`src/rtl/alu_arbiter.sv`:
```
// alu_arbiter: round-robin sharing of one combinational ALU between two request/response ports
package alu_arbiter_pkg;
  typedef enum logic [2:0] {ALU_ADD, ALU_SUB, ALU_AND, ALU_OR, ALU_XOR, ALU_X = 3'b111} alu_mode_t;
  typedef logic [31:0] word_t;
endpackage

module alu_arbiter
  import alu_arbiter_pkg::*;
#(
  parameter int CNT_W = 16
) (
  input  logic             clk_i,
  input  logic             reset_ni,
  input  logic             req0_valid_i,
  output logic             req0_ready_o,
  input  alu_mode_t        req0_mode_i,
  input  word_t            req0_op1_i,
  input  word_t            req0_op2_i,
  input  logic             req1_valid_i,
  output logic             req1_ready_o,
  input  alu_mode_t        req1_mode_i,
  input  word_t            req1_op1_i,
  input  word_t            req1_op2_i,
  output logic             rsp0_valid_o,
  input  logic             rsp0_ready_i,
  output word_t            rsp0_result_o,
  output logic             rsp1_valid_o,
  input  logic             rsp1_ready_i,
  output word_t            rsp1_result_o,
  output alu_mode_t        alu_mode_o,
  output word_t            alu_op1_o,
  output word_t            alu_op2_o,
  input  word_t            alu_result_async_i,
  output logic [CNT_W-1:0] conflict_count_o
);
  logic last_q, elig0, elig1, gnt0, gnt1;
  // a port is eligible only if its response slot is free or draining this cycle
  always_comb begin
    elig0 = reset_ni && req0_valid_i && (!rsp0_valid_o || rsp0_ready_i);
    elig1 = reset_ni && req1_valid_i && (!rsp1_valid_o || rsp1_ready_i);
    gnt0 = elig0 && (!elig1 || last_q);
    gnt1 = elig1 && !gnt0;
    req0_ready_o = gnt0;
    req1_ready_o = gnt1;
    alu_mode_o = gnt0 ? req0_mode_i : gnt1 ? req1_mode_i : ALU_X;
    alu_op1_o = gnt0 ? req0_op1_i : gnt1 ? req1_op1_i : '0;
    alu_op2_o = gnt0 ? req0_op2_i : gnt1 ? req1_op2_i : '0;
  end
  always_ff @(posedge clk_i or negedge reset_ni) begin
    if (!reset_ni) begin
      last_q <= 1'b1;
      rsp0_valid_o <= 1'b0;
      rsp1_valid_o <= 1'b0;
      rsp0_result_o <= '0;
      rsp1_result_o <= '0;
      conflict_count_o <= '0;
    end else begin
      if (gnt0 || gnt1) last_q <= gnt1;
      if (gnt0) begin
        rsp0_valid_o <= 1'b1;
        rsp0_result_o <= alu_result_async_i;
      end else if (rsp0_ready_i) rsp0_valid_o <= 1'b0;
      if (gnt1) begin
        rsp1_valid_o <= 1'b1;
        rsp1_result_o <= alu_result_async_i;
      end else if (rsp1_ready_i) rsp1_valid_o <= 1'b0;
      if (elig0 && elig1 && !(&conflict_count_o)) conflict_count_o <= conflict_count_o + 1'b1;
    end
  end
endmodule

```
`config.mk`:
```
export PLATFORM = sky130hd
export DESIGN_NAME = alu_arbiter
export DESIGN_NICKNAME = d
export VERILOG_FILES = /design/src/rtl/alu_arbiter.sv
export SDC_FILE = /design/constraint.sdc
export NUM_CORES = 1
export LEC_CHECK = 0
export CORE_AREA = 5 5 123 125
export CTS_BUF_LIST = sky130_fd_sc_hd__clkbuf_8
export DETAILED_ROUTE_END_ITERATION = 7
export DIE_AREA = 0 0 128 130
export GPL_TIMING_DRIVEN = 0
export MAX_ROUTING_LAYER = met4
export PLACE_DENSITY = 0.79
export SKIP_LAST_GASP = 1
export SYNTH_ARGS = -nofsm -noshare
export SYNTH_HDL_FRONTEND = slang
export SYNTH_SLANG_ARGS = --single-unit
export TNS_END_PERCENT = 1
```
`constraint.sdc`:
```
create_clock -name clk_i -period 2.3 [get_ports clk_i]
set_input_delay 0.46 -clock clk_i [delete_from_list [all_inputs] [get_ports clk_i]]
set_output_delay 0.46 -clock clk_i [all_outputs]
set_load 0.02 [all_outputs]
```
==> out/results.txt <==
CP Cell Sequence: nand2b_4 -> nor2b_4 -> a21o_1 -> buf_6 -> clkinv_8 -> buf_12 -> buf_8 -> a22o_4 -> buf_6
Clk_skew: 0.00920 ns
Peak supply drop: 604 uV
Period Utilization, post-route: 105%
Synth Instances: 307
PD cells: 665 nW/um^2
Dominant cells by area after synthesis: dfrtp_1, mux2_2, a22o_1
Fmax: 0.415 GHz
Final Hold Violating Endpoints: 0
Share of the yosys chip area belonging to registers: 50.8%
Arr. time, crit path: 1.95 ns
Vias in the first global route: 4,454
Row count: 43
Drt first pass iters: 4
Post-Synth Simple-Gate Area: 8.93%
Synth Register Bits: 83
Tmin final: 2.41 ns
Main combinational cell family by area after synthesis: multiplexers
Syn_nets: 480
Worst-Skew Late Latency: 0.35 ns
Post-Syn Area: 4090 um^2
Required @ worst endpoint: 1.84 ns
Gpl congestion: 0.959
Htree depth: 3
TNS Setup: -5.25 ns
Slew @ Worst Pin: 0.606 ns
Crit path kind: reg -> out
Status: finished with violations
Worst r2r src: rsp1_valid_o
CP Capture Type: output port
Die height: 130 um
Chip width: 128 um
GRT Overall Usage: 20.8%
Async set or reset register ratio after synthesis: 100%
Port bufs: 322
Fill count: 1,166
Fin util: 57.7%
Place WS: -1.09 ns
Yosys Warn Count: 0
DRC violations left: 0
MaxCap Viol Count: 0
Avg Inst Size Synth: 13.3 um^2
Synth Area in Compound Gates: 14.9%
Critical Path Source: rsp0_valid_o
Yosys top cell area share: 50.2%
Cell taking the most area after synthesis: dfrtp_1
Xor/xnor share of the synthesized area: 3.21%
Via count: 4,127
Post-synthesis mux area share: 18.2%
Most frequent cell after synthesis: dfrtp_1
Initial antenna violation count: 0
Slack of the worst reg-to-reg path: 0.19 ns
Rel. slew slack: 59.3%
Main synth FF type: dfrtp_1
Synth Area in Adders: 0.306%
Worst-path clk slew: 0.09 ns
R2R cell count: 8
Synth cell types: 39
Routed length per instance: 21.1 um
Crit path largest cell delay: 0.42 ns
Longest Clk Path Bufs: 2
LEAKAGE: 3.52 nW
Root Driver: clkbuf_8
DP HPWL: 14,300 um
R2R Path End: rsp0_result_o[21]
Setup ws final: -0.110 ns
Hold slack: 0.0739 ns
Overflow after GRT: 0
Area Overhead vs Synth: 94.5%
Nets@finish: 832
CP max FO: 10
Most frequent cells after synthesis: dfrtp_1, a22o_1, mux2_2
Drt total wl: 17,800 um
Clock Sinks: 83
RSZ-0062 raised after global routing: true
IO Pins: 323
Worst setup SP type: flop
CP bufs+invs: 5
Tot Pwr: 5.29 mW
Die area: 16,600 um^2
First-pass GRT wire length: 25,800 um
Finish-stage setup viols: 68
EDFF count, synth: 0
Initial Util: 29.7%
TritonCTS buffer count: 9
Largest net degree at the start of global routing: 57
Crit path max-delay cell type: dfrtp_1
Layout cells sized above 1: 30.1%
Core area: 13,800 um^2
Critical Path End: alu_op1_o[14]
Crit-path leading delay family: buffers and inverters
Vias per cell: 4.88
Hold Path Class: in -> async
Failing checks: negative setup slack
Fin. max-slew vios: 0
DRT antenna net count: 0
WP depth: 9
CTS tree: yes
CP dominant cell by count: buf_6
Initial drt markers: 106
[per-stage QoR]
stage	area, um^2	instances
3_5_place_dp	7560	810
4_1_cts	7880	843
2_1_floorplan	4090	307
6_report	7950	845
3_3_place_gp	7540	809
5_1_grt	7950	844
[routing by layer]
layer	share of wire (%)	GRT usage, %	vias up
li1	-	-	1870
met1	36	22.4	2031
met2	54	37.1	197
met3	8.0	5.98	29
met4	2.4	6.62	0
met5	0	-	-
[kinds of logic (layout without fill, tap and decap cells)]
group | Yosys count | after routing
flip-flops | 83 | 83
AO/OA/AOI/OAI | 69 | 69
multiplexers | 66 | 66
AND/OR/NAND/NOR | 47 | 47
buffers and inverters | 26 | 383
XOR/XNOR | 15 | 15
adder cells (fa/ha/maj) | 1 | 1
other | 0 | 1
[layout by cell type (no fill, tap or decap), types with 2 or more instances in the layout]
cell             netlist  final
clkbuf_8               0     11
buf_6                  0     24
dfrtp_1               82     82
clkbuf_2               0      4
buf_16                 0      3
xor2_1                14     14
nor4_2                 2      2
nand3_4                1      2
nand3_1                3      3
clkdlybuf4s50_1        0    248
buf_2                  9     43
clkdlybuf4s15_2        0      4
a22o_4                 0      3
buf_4                 10     23
nand4_1                4      4
a22o_1                64     61
buf_8                  0      5
nor3_1                 5      5
nand2b_4               1      2
buf_12                 0      3
nand2_1                9      8
dlygate4sd2_1          0      5
and3_1                 3      3
mux2_2                53     53
mux2_1                11     11
nor4_1                 7      7
clkinv_4               0      3
o22a_1                 3      3
[worst min-delay path by stage]
| stage | from | to | slack, ns | depth (start not counted) |
|---|---|---|---|---|
| final | reset_ni | conflict_count_o[13] | 0.07 | 2 |
| after floorplan | reset_ni | conflict_count_o[0] | 0.16 | 0 |
| after detailed placement | reset_ni | conflict_count_o[6] | 0.43 | 1 |
| after global routing | reset_ni | last_q | 0.04 | 1 |
| after global placement | rsp1_result_o[22] | rsp1_result_o[22] | 0.47 | 1 |
| after CTS | reset_ni | last_q | 0.04 | 1 |
[sequential cells by signal (all words and copies together) (netlist names)]
signal            cells
rsp1_valid_o          1
rsp0_result_o        32
rsp0_valid_o          1
conflict_count_o     16
last_q                1
rsp1_result_o        32
[report_power, final]
| part | internal (mW) | switching [mW] | total [mW] |
|---|---|---|---|
| registers | 1.75 | 0.185 | 1.93 |
| clock network | 0.565 | 0.537 | 1.10 |
| logic | 1.23 | 1.03 | 2.25 |
| total | 3.54 | 1.75 | 5.29 |
[timing repair]
item                                    4_1_cts  5_1_grt
pin swaps                                    10        2
buffers inserted                             14        2
hold buffers                                  1        0
gates resized for setup                     347       15
endpoints found under the setup margin       69       69
endpoints found under the hold margin        26        0
gates cloned                                  2        1
[worst reg2reg max path: stages, from the launching register on]
cell,delay (ns)
dfrtp_1,0.41
nand2b_4,0.10
nand3_4,0.09
o21ai_4,0.21
buf_4,0.14
buf_4,0.20
buf_4,0.19
buf_2,0.27
mux2_2,0.37
[cell type report]
| type | instances | area, um^2 | share of cell area [%] |
|---|---|---|---|
| clock inverters | 5 | 61.3 | 0.771 |
| inverters | 3 | 26.3 | 0.330 |
| flip-flops and latches | 83 | 2080 | 26.1 |
| diodes | 1 | 2.50 | 0.0315 |
| multi-input cells | 198 | 1910 | 24.0 |
| clock buffers | 11 | 151 | 1.90 |
| well taps | 180 | 225 | 2.83 |
| plain buffers | 21 | 203 | 2.55 |
| repair buffers | 343 | 3300 | 41.5 |
Power figures use the tool's default switching activity.
